$ cat config.mk
export PLATFORM = sky130hd
export DESIGN_NAME = flags_unit_flat
export DESIGN_NICKNAME = d
export VERILOG_FILES = /design/src/rtl/flags_unit_if.sv /design/src/rtl/flags_unit.sv /design/src/flat_wrapper.sv
export SDC_FILE = /design/constraint.sdc
export NUM_CORES = 1
export LEC_CHECK = 0
export ABC_AREA = 1
export CORE_ASPECT_RATIO = 1.75
export CORE_MARGIN = 1
export CORE_UTILIZATION = 42
export DETAILED_ROUTE_END_ITERATION = 16
export GPL_TIMING_DRIVEN = 0
export PLACE_DENSITY = 0.86
export REMOVE_ABC_BUFFERS = 1
export SYNTH_ARGS = -nofsm -noshare
export SYNTH_HDL_FRONTEND = slang
export SYNTH_SLANG_ARGS = --single-unit
export TNS_END_PERCENT = 5
$ cat constraint.sdc
create_clock -name clk -period 1.9 [get_ports clk]
set_input_delay 0.38 -clock clk [delete_from_list [all_inputs] [get_ports clk]]
set_output_delay 0.38 -clock clk [all_outputs]
set_load 0.05 [all_outputs]
$ cat src/rtl/flags_unit_if.sv
// rtl/flags_unit_if.sv - ALU-to-flags operation bus with flag register outputs
//
// Purpose:
//   Groups the operation handshake, the ALU side-band values the flags unit
//   needs, the stall input and the architectural flag outputs into a single
//   bundle.
//
// Signals:
//   in_valid      ALU operation offered
//   in_ready      flags unit can accept this cycle
//   op            3'b000 ADD, 001 SUB/CMP, 010 ADC, 011 SBC, 100 LOGIC,
//                 101 SHIFT, 110 MSR, 111 reserved
//   set_flags     instruction updates flags (S bit)
//   a, b          ALU operands (b is post-shift)
//   result        ALU result
//   adder_cout    adder carry out (1 = no borrow for SUB/SBC)
//   shift_cout    shifter carry out
//   shift_cvalid  shifter produced a carry (nonzero shift amount)
//   msr_flags     direct flag value for MSR, [Z,C,N,V]
//   hold          pipeline stall, freezes the captured operation
//   flags         architectural flags [Z,C,N,V]
//   flags_pending a flag-writing operation is captured but not committed
//   update_pulse  one-cycle pulse the cycle after the flags change
//
// Modports:
//   master  ALU / pipeline side
//   slave   flags unit side

interface flags_unit_if #(
  parameter int WIDTH = 32
);

  logic             in_valid;
  logic             in_ready;
  logic [2:0]       op;
  logic             set_flags;
  logic [WIDTH-1:0] a;
  logic [WIDTH-1:0] b;
  logic [WIDTH-1:0] result;
  logic             adder_cout;
  logic             shift_cout;
  logic             shift_cvalid;
  logic [3:0]       msr_flags;
  logic             hold;
  logic [3:0]       flags;
  logic             flags_pending;
  logic             update_pulse;

  modport master (
    output in_valid,
    output op,
    output set_flags,
    output a,
    output b,
    output result,
    output adder_cout,
    output shift_cout,
    output shift_cvalid,
    output msr_flags,
    output hold,
    input  in_ready,
    input  flags,
    input  flags_pending,
    input  update_pulse
  );

  modport slave (
    input  in_valid,
    input  op,
    input  set_flags,
    input  a,
    input  b,
    input  result,
    input  adder_cout,
    input  shift_cout,
    input  shift_cvalid,
    input  msr_flags,
    input  hold,
    output in_ready,
    output flags,
    output flags_pending,
    output update_pulse
  );

endinterface

$ cat src/rtl/flags_unit.sv
// rtl/flags_unit.sv - condition flag producer and architectural flags register
//
// Purpose:
//   Captures one ALU operation per cycle in a single-entry stage and, on the
//   following edge (unless stalled by hold), commits the derived N, Z, C, V
//   values into the architectural flags register. The branch condition
//   checker reads that register and uses flags_pending to avoid evaluating
//   stale flags.
//
// Ports:
//   clk    clock, all logic on the rising edge
//   rst_n  synchronous active-low reset
//   bus    flags_unit_if.slave: operation handshake, ALU side-band values,
//          hold stall input, flags / flags_pending / update_pulse outputs
//
// Flag vector layout everywhere is [3]=Z, [2]=C, [1]=N, [0]=V.

module flags_unit #(
  parameter int WIDTH = 32
) (
  input  logic         clk,
  input  logic         rst_n,
  flags_unit_if.slave  bus
);

  localparam logic [2:0] OP_ADD   = 3'b000;
  localparam logic [2:0] OP_SUB   = 3'b001;
  localparam logic [2:0] OP_ADC   = 3'b010;
  localparam logic [2:0] OP_SBC   = 3'b011;
  localparam logic [2:0] OP_LOGIC = 3'b100;
  localparam logic [2:0] OP_SHIFT = 3'b101;
  localparam logic [2:0] OP_MSR   = 3'b110;

  typedef enum logic {
    ST_EMPTY = 1'b0,
    ST_FULL  = 1'b1
  } stage_state_t;

  stage_state_t state, state_next;

  // Captured operation fields. Only the operand sign bits are needed for
  // overflow, so the rest of a and b is never stored.
  logic [2:0]       s1_op;
  logic             s1_set_flags;
  logic             s1_a_sign;
  logic             s1_b_sign;
  logic [WIDTH-1:0] s1_result;
  logic             s1_adder_cout;
  logic             s1_shift_cout;
  logic             s1_shift_cvalid;
  logic [3:0]       s1_msr_flags;

  logic [3:0]       flags_q;
  logic             update_pulse_q;

  logic             s1_valid;
  logic             in_ready;
  logic             accept;
  logic             load;
  logic             commit;
  logic             write_en;
  logic             flag_change;
  logic [3:0]       flags_new;

  logic             z_new;
  logic             n_new;
  logic             v_add;
  logic             v_sub;
  logic             res_sign;

  logic             unused_operand_bits;

  assign unused_operand_bits = ^{bus.a[WIDTH-2:0], bus.b[WIDTH-2:0]};

  assign s1_valid = (state == ST_FULL);

  // Ready is a pure function of stage state, hold and reset so the producer
  // can decide to offer without a combinational loop through in_valid.
  assign in_ready = rst_n && (!s1_valid || !bus.hold);
  assign accept   = bus.in_valid && in_ready;

  // ------------------------------------------------------------------
  // Stage control: EMPTY/FULL with commit on every unstalled FULL cycle.
  // ------------------------------------------------------------------
  always_comb begin
    state_next = state;
    load       = 1'b0;
    commit     = 1'b0;
    case (state)
      ST_EMPTY: begin
        // hold does not block capture into an empty stage; the op is simply
        // parked in FULL until the stall clears.
        if (accept) begin
          state_next = ST_FULL;
          load       = 1'b1;
        end
      end
      ST_FULL: begin
        if (!bus.hold) begin
          commit = 1'b1;
          if (accept) begin
            state_next = ST_FULL;
            load       = 1'b1;
          end else begin
            state_next = ST_EMPTY;
          end
        end
      end
      default: begin
        state_next = ST_EMPTY;
      end
    endcase
  end

  // ------------------------------------------------------------------
  // Flag derivation from the captured operation.
  // ------------------------------------------------------------------
  assign res_sign = s1_result[WIDTH-1];
  assign z_new    = (s1_result == '0);
  assign n_new    = res_sign;
  assign v_add    = (s1_a_sign == s1_b_sign) && (res_sign != s1_a_sign);
  assign v_sub    = (s1_a_sign != s1_b_sign) && (res_sign != s1_a_sign);

  // MSR always writes; the reserved op never does even with set_flags.
  assign write_en = (s1_set_flags && (s1_op <= OP_SHIFT)) || (s1_op == OP_MSR);

  always_comb begin
    flags_new = flags_q;
    case (s1_op)
      OP_ADD, OP_ADC: flags_new = {z_new, s1_adder_cout, n_new, v_add};
      OP_SUB, OP_SBC: flags_new = {z_new, s1_adder_cout, n_new, v_sub};
      OP_LOGIC:       flags_new = {z_new, flags_q[2], n_new, flags_q[0]};
      OP_SHIFT:       flags_new = {z_new,
                                   s1_shift_cvalid ? s1_shift_cout : flags_q[2],
                                   n_new, flags_q[0]};
      OP_MSR:         flags_new = s1_msr_flags;
      default:        flags_new = flags_q;
    endcase
  end

  // An MSR pulses even when it rewrites the same value, since software
  // asked for an explicit flag write.
  assign flag_change = commit && write_en &&
                       ((flags_new != flags_q) || (s1_op == OP_MSR));

  // ------------------------------------------------------------------
  // Registers. Reset takes priority over a commit on the same edge, so a
  // captured op is dropped with no partial flag write.
  // ------------------------------------------------------------------
  always_ff @(posedge clk) begin
    if (!rst_n) begin
      state           <= ST_EMPTY;
      flags_q         <= 4'b0000;
      update_pulse_q  <= 1'b0;
      s1_op           <= 3'b000;
      s1_set_flags    <= 1'b0;
      s1_a_sign       <= 1'b0;
      s1_b_sign       <= 1'b0;
      s1_result       <= '0;
      s1_adder_cout   <= 1'b0;
      s1_shift_cout   <= 1'b0;
      s1_shift_cvalid <= 1'b0;
      s1_msr_flags    <= 4'b0000;
    end else begin
      state          <= state_next;
      update_pulse_q <= flag_change;
      if (commit && write_en) begin
        flags_q <= flags_new;
      end
      if (load) begin
        s1_op           <= bus.op;
        s1_set_flags    <= bus.set_flags;
        s1_a_sign       <= bus.a[WIDTH-1];
        s1_b_sign       <= bus.b[WIDTH-1];
        s1_result       <= bus.result;
        s1_adder_cout   <= bus.adder_cout;
        s1_shift_cout   <= bus.shift_cout;
        s1_shift_cvalid <= bus.shift_cvalid;
        s1_msr_flags    <= bus.msr_flags;
      end
    end
  end

  // ------------------------------------------------------------------
  // Outputs
  // ------------------------------------------------------------------
  assign bus.in_ready      = in_ready;
  assign bus.flags         = flags_q;
  assign bus.update_pulse  = update_pulse_q;
  assign bus.flags_pending = rst_n && s1_valid && (s1_set_flags || (s1_op == OP_MSR));

endmodule

$ cat src/flat_wrapper.sv
// flat-port wrapper written by rule: the top's interface ports become plain ports
module flags_unit_flat 
#(
  parameter int WIDTH = 32
)
  (clk, rst_n, bus_in_valid, bus_op, bus_set_flags, bus_a, bus_b, bus_result, bus_adder_cout, bus_shift_cout, bus_shift_cvalid, bus_msr_flags, bus_hold, bus_in_ready, bus_flags, bus_flags_pending, bus_update_pulse);
  flags_unit_if #(.WIDTH(WIDTH)) bus_i ();
  input  logic clk;
  input  logic rst_n;
  input wire logic [$bits(bus_i.in_valid)-1:0] bus_in_valid;
  input wire logic [$bits(bus_i.op)-1:0] bus_op;
  input wire logic [$bits(bus_i.set_flags)-1:0] bus_set_flags;
  input wire logic [$bits(bus_i.a)-1:0] bus_a;
  input wire logic [$bits(bus_i.b)-1:0] bus_b;
  input wire logic [$bits(bus_i.result)-1:0] bus_result;
  input wire logic [$bits(bus_i.adder_cout)-1:0] bus_adder_cout;
  input wire logic [$bits(bus_i.shift_cout)-1:0] bus_shift_cout;
  input wire logic [$bits(bus_i.shift_cvalid)-1:0] bus_shift_cvalid;
  input wire logic [$bits(bus_i.msr_flags)-1:0] bus_msr_flags;
  input wire logic [$bits(bus_i.hold)-1:0] bus_hold;
  output wire logic [$bits(bus_i.in_ready)-1:0] bus_in_ready;
  output wire logic [$bits(bus_i.flags)-1:0] bus_flags;
  output wire logic [$bits(bus_i.flags_pending)-1:0] bus_flags_pending;
  output wire logic [$bits(bus_i.update_pulse)-1:0] bus_update_pulse;
  assign bus_i.in_valid = bus_in_valid;
  assign bus_i.op = bus_op;
  assign bus_i.set_flags = bus_set_flags;
  assign bus_i.a = bus_a;
  assign bus_i.b = bus_b;
  assign bus_i.result = bus_result;
  assign bus_i.adder_cout = bus_adder_cout;
  assign bus_i.shift_cout = bus_shift_cout;
  assign bus_i.shift_cvalid = bus_shift_cvalid;
  assign bus_i.msr_flags = bus_msr_flags;
  assign bus_i.hold = bus_hold;
  assign bus_in_ready = bus_i.in_ready;
  assign bus_flags = bus_i.flags;
  assign bus_flags_pending = bus_i.flags_pending;
  assign bus_update_pulse = bus_i.update_pulse;
  flags_unit #(.WIDTH(WIDTH)) u_core (.clk(clk), .rst_n(rst_n), .bus(bus_i));
endmodule
==> key figures, run 1 <==
STA
  – Final setup viols: 0
  – Min cycle time layout: 1810 ps
  – Unrepaired setup endpoints after global routing: yes
  – Final period util: 95.2%
  – Worst-margin pin slew: 572 ps
  – Max Slew Vio Count: 0
  – Layout Skew: approximately 4.8 ps
  – FMAX: between 500 and 600 MHz
  – Endpoints failing hold: 0
  – Slack of the critical path: a little over 90 ps
  – Rel. slew slack: between 60% and 70%

Drt
  – 1st-iter DRT viols: 70
  – Initial DRT Pass Iterations: 4
  – Routed Antenna Nets: 0
  – Routed len/inst: around 11 um
  – Drt total wl: 4500 um
  – Vias per cell: between 4 and 5
  – Via count: slightly above 2000
  – Post-route DRC: 0

Synth
  – Compound-Gate Fraction of Synth Area: ~17%
  – Yosys reg bits: just over 50
  – Adder-Cell Fraction of Synth Area: 0%
  – Top cells by count, synth: 111 x nand2_1, 51 x dfxtp_1, 36 x o21ai_0, 25 x nor2_1, 22 x inv_1
  – Largest cells by area after synthesis: dfxtp_1 47%, nand2_1 19%, o21ai_0 8.3%
  – Mux cell area share after synthesis: 0%
  – Yosys top cell area share: between 40% and 50%
  – Simple-gate share of the synthesized area: between 20% and 30%
  – Largest family of logic cells by synthesized area: simple AND/OR/NAND/NOR gates
  – Most frequent cell after synthesis: nand2_1
  – Ys flop type: dfxtp_1
  – Sequential share of the synthesized area: between 40% and 50%
  – Post-synth EDFFs: 0
  – Syn Area/Cell: around 7 um^2
  – Post-synthesis xor/xnor area fraction: 0%
  – YS warnings: 0
  – Biggest area consumer among synthesized cells: dfxtp_1
  – Cell area after synthesis: around 0.0022 mm^2
  – Async SR Flop Fraction: 0%
  – Synth Instances: around 310
  – Synth unique cells: 22

Cells and area
  – Layout cells sized above 1: roughly 6.4%
  – Post-layout net count: 470
  – ANT cells: 0
  – Fin util: 58.7%
  – Layout Area Growth over Synthesis: 34.4%

Placed design
  – Gpl congestion: between 0.8 and 0.9
  – HPWL Detailed: 3200 um
  – Setup WS pre-CTS: -1850 ps
  – IO buf count: 55

Setup path
  – Startpoint types: input pin
  – Crit-path max FO: 2
  – Worst-path cell chain: clkdlybuf4s50_1, nand2_1, inv_1, nor2_1, buf_2
  – Reg2reg end: u_core.bus.update_pulse$_SDFF_PN0_
  – CP endpoint kind: primary output
  – Worst setup path class: input pin to primary output
  – FF-to-FF path depth: 9
  – CP max stage delay: around 480 ps
  – WP data required: about 1500 ps
  – Worst Path Arrival: about 1400 ps
  – R2R Setup Slk: between 300 and 400 ps
  – Slowest CP cell: clkdlybuf4s50_1
  – Reg-to-reg startpoint: u_core.s1_op[0]$_SDFFE_PN0P_

Clock tree
  – TritonCTS buffer count: 5
  – Clk Latency, worst-skew pair: around 300 ps
  – Clock transition at path regs: roughly 80 ps
  – Clock sinks: 51
  – Worst-case clock buffer depth: 2
  – H-tree levels: 2
  – CTS hold repair buffers: 0
  – CTS tree: built
  – Root Buffer: clkbuf_8

Floorplanning
  – Die H: just under 100 um
  – Core ar.: 0.00498 mm^2
  – Starting density of the core: between 40% and 50%
  – FP Rows: 34
  – IO Count: 118
  – Die ar.: 0.00548 mm^2
  – Horiz. Die Dim: 56.4 um

Power
  – Power per Cell Area: approximately 780 mW/mm^2
  – VDD IR max: 637 uV
  – Static leakage: around 1.2 nW

GRT
  – Initial antenna violation count: 0
  – Largest net degree at the start of global routing: between 40 and 50
  – First-pass GRT wire length: approximately 8000 um
  – Grt total ovfl: 0
  – Vias in the first global route: roughly 2000
  – Total track usage: 17.7%

Outcome
  – Status: completed

Hold path
  – Worst hold path startpoint: rst_n
  – Type of the tightest min-delay check: input pin to flip-flop
  – Hold depth: 3
  – Hold endpoint: u_core.bus.update_pulse$_SDFF_PN0_

Run
  – Maxcap violations: 0
==> report_power, final <==
part	total (W)	switching [W]	internal [W]
registers	0.00119	0.0000432	0.00114
logic	0.000364	0.000178	0.000186
clock network	0.000719	0.000333	0.000386
total	0.00227	0.000554	0.00172
==> worst max path at each step <==
stage | startpoint | to | cells past startpoint
3_3_place_gp | rst_n | u_core.s1_result[16]$_SDFFE_PN0P_ | 4
6_report | bus_hold | bus_in_ready | 5
2_1_floorplan | rst_n | u_core.s1_a_sign$_SDFFE_PN0P_ | 3
3_5_place_dp | rst_n | bus_flags_pending | 4
4_1_cts | u_core.s1_op[1]$_SDFFE_PN0P_ | bus_flags_pending | 5
5_1_grt | u_core.s1_op[1]$_SDFFE_PN0P_ | bus_flags_pending | 5
==> sequential cells by signal, indices dropped and copies added (netlist names) <==
name / flops
u_core.s1_result: 32
u_core.bus.flags: 4
u_core.s1_msr_flags: 4
u_core.s1_op: 3
u_core.bus.update_pulse: 1
u_core.s1_a_sign: 1
u_core.s1_adder_cout: 1
u_core.s1_b_sign: 1
u_core.s1_set_flags: 1
u_core.s1_shift_cout: 1
u_core.s1_shift_cvalid: 1
u_core.s1_valid: 1
==> area by class of cell <==
cell class | instances | area, um^2
fill | 458 | 2060
clock buffer | 6 | 72.6
inverter | 23 | 86.3
tap | 54 | 67.6
multi-input combinational | 216 | 995
clock inverter | 1 | 30.0
timing repair buffer | 62 | 647
sequential | 51 | 1020
==> layer usage <==
metal	up-vias	share of wire (%)	GRT usage [%]
met2	66	51	31.5
met5	-	0	0
met3	7	4.5	3.06
met4	0	2.3	7.50
met1	898	43	20.2
li1	1084	-	-
==> placed cells by master, fill, tap and decap left out, drive strengths merged <==
cell type / instances
nand3: 12
a22oi: 1
a21oi: 8
nand2: 112
o21ai: 40
inv: 23
dlygate4sd2: 2
nor3: 1
dlymetal6s2s: 2
bufinv: 1
dfxtp: 51
o211ai: 1
buf: 10
clkbuf: 6
a2111oi: 1
nand4: 2
clkdlybuf4s50: 48
o31ai: 11
nor2: 26
a211oi: 1
==> cells by family (layout without fill, tap and decap cells) <==
group,count (synthesis),in the layout
compound gates,63,63
buf+inv,38,92
simple gates,153,153
flops,51,51
==> timing repair <==
action	4_1_cts	5_1_grt
endpoints found under the hold margin	0	0
pin swaps	0	1
endpoints found under the setup margin	52	37
resized for setup	20	5
setup buffers	0	4
==> critical path, delay by kind of cell <==
| kind | cells | cell delay [ps] |
|---|---|---|
| AND/OR/NAND/NOR | 2 | 220 |
| buffers and inverters | 3 | 830 |
==> per-stage QoR <==
stage          hold WS [ps]  TNS [ps]  cells  cell area (um^2)  power [W]
3_5_place_dp            460    -71820    402              2790    0.00157
6_report                441         0    413              2920    0.00227
5_1_grt                 468     -1.50    413              2920    0.00238
4_1_cts                 477     -6.75    409              2880    0.00228
2_1_floorplan           447    -16210    290              2100    0.00139
3_3_place_gp            460   -129700    399              2720    0.00155
Power figures use the tool's default switching activity.
==> run 2: changes to the inputs <==
--- a/config.mk
+++ b/config.mk
@@ -10,7 +10,6 @@
 export CORE_MARGIN = 1
 export CORE_UTILIZATION = 42
 export DETAILED_ROUTE_END_ITERATION = 16
-export GPL_TIMING_DRIVEN = 0
 export PLACE_DENSITY = 0.86
 export REMOVE_ABC_BUFFERS = 1
 export SYNTH_ARGS = -nofsm -noshare
==> run 2 against run 1 <==
  * Non-clock buffer count is 2 lower
  * Setup slack better by 13 ps
  * Sequential share of layout area is 0.61 points higher
  * Flip-flop and latch count stayed put
  * Critical path depth stayed put
  * Fmax is 0.73% higher
  * First-iteration DRC count is 19% higher
  * Clock power is 16% lower
==> key figures, run 2 (synthesis gave the netlist of run 1 again) <==
Clock tree
  – TritonCTS buffer count: 5 (unchanged)
  – Root Buffer: clkbuf_8
  – Worst-case clock buffer depth: 2 (unchanged)
  – CTS tree: built
  – Clock sinks: 51 (unchanged)
  – Clock transition at path regs: 80 ps (about the same)
  – Clk Latency, worst-skew pair: 300 ps (about the same)
  – H-tree levels: 2 (unchanged)

Setup path
  – WP data required: 1520 ps (about the same)
  – Worst setup path class: flip-flop to primary output
  – Startpoint types: flip-flop
  – Worst-path cell chain: nand2_4, nor2_4, inv_2, a211oi_4, buf_12
  – FF-to-FF path depth: 9 (unchanged)
  – Reg2reg end: u_core.bus.update_pulse$_SDFF_PN0_
  – Reg-to-reg startpoint: u_core.s1_op[0]$_SDFFE_PN0P_
  – CP endpoint kind: primary output
  – Worst Path Arrival: 1420 ps (about the same)
  – Crit-path max FO: 5 (+3)
  – Slowest CP cell: dfxtp_4
  – R2R Setup Slk: 350 ps (about the same)
  – CP max stage delay: 390 ps (-90 ps)

Placed design
  – HPWL Detailed: 3100 um (-3.1%)
  – Dpl cells: 404 (+0.50%)
  – IO buf count: 55 (unchanged)
  – Setup WS pre-CTS: -21.5 ps (+1830 ps)
  – Gpl congestion: 0.833 (+2.8%)

STA
  – Rel. slew slack: 62.4% (+0.52 points)
  – Final period util: 94.5% (-0.69 points)
  – Layout Skew: 9.96 ps (+5.18 ps)
  – Endpoints failing hold: 0 (unchanged)
  – Hold Slack: 473 ps (+31.8 ps)
  – Unrepaired setup endpoints after global routing: no
  – Min cycle time layout: 1800 ps (-13.0 ps)
  – FMAX: 557 MHz (+0.73%)
  – Final setup viols: 0 (unchanged)
  – Worst-margin pin slew: 564 ps (-7.82 ps)
  – Max Slew Vio Count: 0 (unchanged)
  – Slack of the critical path: 105 ps (+13.0 ps)

Floorplanning
  – Core ar.: 0.00498 mm^2 (unchanged)
  – Die ar.: 0.00548 mm^2 (unchanged)
  – Horiz. Die Dim: 56.4 um (unchanged)
  – FP Rows: 34 (unchanged)
  – Die H: 97.2 um (unchanged)
  – IO Count: 118 (unchanged)
  – Starting density of the core: 43.7% (unchanged)

GRT
  – Total track usage: 17.4% (-0.24 points)
  – Vias in the first global route: 1954 (-0.41%)
  – Largest net degree at the start of global routing: 70 (+71%)
  – Initial antenna violation count: 0 (unchanged)
  – First-pass GRT wire length: 7760 um (-1.4%)
  – Grt total ovfl: 0 (unchanged)

Run
  – Maxcap violations: 0 (unchanged)

Drt
  – 1st-iter DRT viols: 83 (+19%)
  – Routed len/inst: 10.6 um (-2.9%)
  – Via count: 2057 (+0.097%)
  – Routed Antenna Nets: 0 (unchanged)
  – Drt total wl: 4350 um (-3.4%)
  – Vias per cell: 5.00 (+0.58%)
  – Post-route DRC: 0 (unchanged)
  – Initial DRT Pass Iterations: 4 (unchanged)

Cells and area
  – Post-layout net count: 468 (-0.43%)
  – Post-Layout Cell Count: 411 (-0.48%)
  – Commonest non-fill, non-tap cell in the layout: nand2_1
  – Layout Area Growth over Synthesis: 32.8%
  – Commonest cells after routing, fill and taps aside: 111 x nand2_1, 49 x dfxtp_1, 48 x clkdlybuf4s50_1, 36 x o21ai_0, 25 x nor2_1
  – # fillers: 475 (+3.7%)
  – Layout cells sized above 1: 7.84% (+1.4 points)
  – ANT cells: 0 (unchanged)
  – Most flops, register: u_core.s1_result
  – Max reg flops: 32 (unchanged)

Power
  – Power per Cell Area: 744 mW/mm^2 (-4.3%)
  – VDD IR max: 734 uV (+15%)
  – Static leakage: 1.16 nW (-4.6%)

Hold path
  – Hold endpoint: u_core.s1_result[9]$_SDFFE_PN0P_
  – Worst hold path startpoint: u_core.s1_result[9]$_SDFFE_PN0P_
  – Hold depth: 2 (-1)
  – Type of the tightest min-delay check: flip-flop to flip-flop

Outcome
  – Status: completed
## run 2: cell count changes in the layout (fill, tap and decap cells not counted), moves of 2 or more
cell	delta
dlygate4sd2_1	-2
buf_12	+3
dfxtp_4	+2
buf_4	+4
dfxtp_2	-2
buf_16	-2
dlymetal6s2s_1	-2
## run 2: worst max path at each step
stage	start	to	slack [ps]	cells after the start
finish	u_core.s1_op[2]$_SDFFE_PN0P_	bus_flags_pending	100	5
global route	u_core.s1_op[2]$_SDFFE_PN0P_	bus_flags_pending	20	5
CTS	u_core.s1_op[1]$_SDFFE_PN0P_	bus_flags_pending	7	5
detailed placement	rst_n	bus_flags_pending	-20	4
global placement	rst_n	bus_flags_pending	4	4
floorplan	rst_n	u_core.s1_a_sign$_SDFFE_PN0P_	-360	3
## run 2: through the flow
step / TNS (ps) / instance area, um^2 / util, % / power (W)
after floorplan: -16210 / 2100 / - / 0.00139
after global placement: 0 / 2780 / 55.8 / 0.00156
after detailed placement: -21.5 / 2780 / 55.8 / 0.00157
after CTS: 0 / 2870 / 57.7 / 0.00217
after global routing: 0 / 2890 / 58.0 / 0.00229
final: 0 / 2890 / 58.0 / 0.00215
## run 2: final cells by class
type | instances | area, um^2 | share of cell area [%]
clock buffer | 6 | 82.6 | 2.86
clock inverter | 1 | 5.00 | 0.173
inverter | 23 | 86.3 | 2.99
multi-input combinational | 216 | 1010 | 34.9
sequential | 51 | 1030 | 35.6
tap | 54 | 67.6 | 2.34
timing repair buffer | 60 | 608 | 21.1
## run 2: per-layer routing
layer	global-route usage, %	wire (um)	up-vias
met4	7.69	89	0
met1	18.5	1860	915
met2	32.2	2240	52
met5	0	0	-
li1	-	-	1083
met3	3.33	152	7
## run 2: repair_timing
action	in CTS	in global routing
pin swaps	0	1
hold buffers	0	0
endpoints found under the setup margin	1	1
buffers inserted	0	0
resized for setup	1	6
## run 2: critical path: cells and delay by family (launching register included)
family	cells	cell delay, ps
AO/OA/AOI/OAI	1	280
buffers and inverters	2	240
AND/OR/NAND/NOR	2	210
flip-flops	1	390
## run 2: power breakdown
| group | switching [W] | internal (W) |
|---|---|---|
| clock network | 0.000315 | 0.000286 |
| registers | 0.0000430 | 0.00114 |
| logic | 0.000179 | 0.000181 |
==> run 3: changes to the inputs <==
--- a/config.mk
+++ b/config.mk
@@ -8,10 +8,11 @@
 export ABC_AREA = 1
 export CORE_ASPECT_RATIO = 1.75
 export CORE_MARGIN = 1
-export CORE_UTILIZATION = 42
+export CORE_UTILIZATION = 35
 export DETAILED_ROUTE_END_ITERATION = 16
-export PLACE_DENSITY = 0.86
+export PLACE_DENSITY = 0.76
 export REMOVE_ABC_BUFFERS = 1
+export SKIP_CTS_REPAIR_TIMING = 1
 export SYNTH_ARGS = -nofsm -noshare
 export SYNTH_HDL_FRONTEND = slang
 export SYNTH_SLANG_ARGS = --single-unit
==> constraint.sdc (replaced) <==
create_clock -name clk -period 1.61 [get_ports clk]
set_input_delay 0.322 -clock clk [delete_from_list [all_inputs] [get_ports clk]]
set_output_delay 0.322 -clock clk [all_outputs]
set_load 0.05 [all_outputs]
==> run 3 against run 2 <==
  * The run now ends with setup timing left
  * First-iteration DRC count shrank 31%
  * Via count grew 0.19%
  * Combinational power grew 21%
  * Critical path depth grew 1
  * Utilization shrank 7.3 points
  * Power grew 22%
  * Non-clock buffer count grew 4
  * Die area grew 19%
  * Clock skew shrank 0.68 ps
  * Sequential power grew 18%
  * Global-route usage shrank 1.5 points
  * Clock power grew 30%
  * Largest cell class unchanged
  * Highest routed layer unchanged
==> key figures, run 3 (synthesis gave the netlist of run 1 again) <==
Setup path
  – Worst Path Arrival: 1350 ps (-70 ps)
  – Crit-path max FO: 5 (unchanged)
  – WP data required: 1290 ps (-230 ps)
  – Reg2reg end: u_core.bus.update_pulse$_SDFF_PN0_
  – Worst setup path class: flip-flop to primary output
  – CP endpoint kind: primary output
  – R2R Setup Slk: 210 ps (-140 ps)
  – FF-to-FF path depth: 10 (+1)
  – Startpoint types: flip-flop
  – Reg-to-reg startpoint: u_core.s1_op[2]$_SDFFE_PN0P_

Drt
  – Routed Antenna Nets: 0 (unchanged)
  – Vias per cell: 4.68 (-6.4%)
  – Initial DRT Pass Iterations: 4 (unchanged)
  – Via count: 2061 (+0.19%)
  – 1st-iter DRT viols: 57 (-31%)
  – Post-route DRC: 0 (unchanged)
  – Routed len/inst: 10.7 um (+1.4%)
  – Drt total wl: 4720 um (+8.6%)

Floorplanning
  – IO Count: 118 (unchanged)
  – Horiz. Die Dim: 61.6 um (+9.2%)
  – Starting density of the core: 36.7% (-7.0 points)
  – Die H: 106 um (+9.3%)
  – Die ar.: 0.00654 mm^2 (+19%)
  – FP Rows: 37 (+8.8%)
  – Core ar.: 0.00593 mm^2 (+19%)

Cells and area
  – Multi-input gate area: 0.00100 mm^2 (-0.50%)
  – FF+latch area: 0.00103 mm^2 (+0.12%)
  – # fillers: 631 (+33%)
  – Max reg flops: 32 (unchanged)
  – ANT cells: 0 (unchanged)
  – Layout cells sized above 1: 9.39% (+1.5 points)
  – Fin util: 50.7% (-7.3 points)
  – Commonest cells after routing, fill and taps aside: 111 x nand2_1, 48 x clkdlybuf4s50_1, 48 x dfxtp_1, 36 x o21ai_0, 24 x nor2_1
  – Layout Area Growth over Synthesis: 38.2%
  – Post-layout net count: 472 (+0.85%)
  – Commonest non-fill, non-tap cell in the layout: nand2_1
  – Most flops, register: u_core.s1_result

Run
  – Maxcap violations: 0 (unchanged)

Clock tree
  – Clock sinks: 51 (unchanged)
  – Clk Latency, worst-skew pair: 300 ps (about the same)
  – Worst-case clock buffer depth: 2 (unchanged)
  – Root Buffer: clkbuf_8
  – TritonCTS buffer count: 5 (unchanged)
  – H-tree levels: 2 (unchanged)
  – Clock transition at path regs: 90 ps (about the same)
  – CTS tree: built

GRT
  – Largest net degree at the start of global routing: 63 (-10%)
  – Grt total ovfl: 0 (unchanged)
  – Initial antenna violation count: 0 (unchanged)
  – Total track usage: 16.0% (-1.5 points)
  – Vias in the first global route: 1962 (+0.41%)
  – First-pass GRT wire length: 7900 um (+1.8%)

STA
  – Rel. slew slack: 74.5% (+12 points)
  – Max Slew Vio Count: 0 (unchanged)
  – Final setup viols: 1 (+1)
  – Final period util: 104%
  – Unrepaired setup endpoints after global routing: yes
  – Layout Skew: 9.27 ps (-0.682 ps)
  – Setup_tns: -62.5 ps (-62.5 ps)
  – Endpoints failing hold: 0 (unchanged)
  – Slack of the critical path: -62.5 ps (-167 ps)
  – Worst-margin pin slew: 383 ps (-181 ps)
  – FMAX: approximately 600 MHz
  – Min cycle time layout: roughly 1700 ps

Power
  – VDD IR max: 646 uV (-12%)
  – Power per Cell Area: 870 mW/mm^2 (+17%)
  – Static leakage: 1.20 nW (+3.1%)

Hold path
  – Hold depth: 2 (unchanged)
  – Hold endpoint: u_core.s1_result[9]$_SDFFE_PN0P_
  – Type of the tightest min-delay check: flip-flop to flip-flop
  – Worst hold path startpoint: u_core.s1_result[9]$_SDFFE_PN0P_

Outcome
  – Failing checks: setup timing
  – Status: finished with violations

Placed design
  – Gpl congestion: 0.799 (-4.1%)
  – IO buf count: 55 (unchanged)
  – HPWL Detailed: 3490 um (+12%)
-- run 3: critical path, cell delays in order, from the launching register on --
cell	delay, ps
dfxtp_4	390
nand2_4	60
nor2_4	120
inv_2	50
a211oi_2	160
buf_4	140
buf_12	120
-- run 3: worst max-delay path by stage --
| stage | start | to | slack [ps] | depth (start not counted) |
|---|---|---|---|---|
| 5_1_grt | u_core.s1_op[1]$_SDFFE_PN0P_ | bus_flags_pending | -150 | 6 |
| 3_3_place_gp | rst_n | u_core.s1_msr_flags[3]$_SDFFE_PN0P_ | -120 | 6 |
| 3_5_place_dp | rst_n | u_core.s1_msr_flags[3]$_SDFFE_PN0P_ | -160 | 6 |
| 6_report | u_core.s1_op[1]$_SDFFE_PN0P_ | bus_flags_pending | -60 | 6 |
| 4_1_cts | u_core.s1_op[1]$_SDFFE_PN0P_ | bus_flags_pending | -210 | 6 |
| 2_1_floorplan | rst_n | u_core.s1_a_sign$_SDFFE_PN0P_ | -600 | 3 |
-- run 3: report_power, final --
group	switching [W]	leakage, nW	total (W)	internal [W]
sequential	0.0000526	0.422	0.00140	0.00135
clock	0.000386	0.0515	0.000779	0.000392
combinational	0.000211	0.725	0.000434	0.000223
-- run 3: per-stage QoR --
stage,worst slack (ps),total power (W),instance area [um^2],instances,hold slack [ps]
floorplan,-597,0.00164,2100,290,435
global placement,-121,0.00185,2890,432,459
detailed placement,-161,0.00187,2890,432,466
CTS,-215,0.00265,2990,440,480
global route,-153,0.00276,3000,440,499
finish,-62.5,0.00261,3000,440,474
-- run 3: cell type report --
cell class | instances | area share (%)
Inverter | 23 | 2.87
Tap cell | 78 | 3.25
Sequential cell | 51 | 34.3
Clock buffer | 8 | 3.33
Multi-Input combinational cell | 216 | 33.4
Timing Repair Buffer | 64 | 22.9
-- run 3: metal layers --
| layer | part of all wire (%) | vias to the layer above | GRT usage (%) |
|---|---|---|---|
| li1 | - | 1089 | - |
| met1 | 40 | 902 | 16.1 |
| met2 | 52 | 61 | 28.5 |
| met3 | 4.6 | 9 | 3.89 |
| met4 | 3.0 | 0 | 8.10 |
| met5 | 0 | - | 0 |
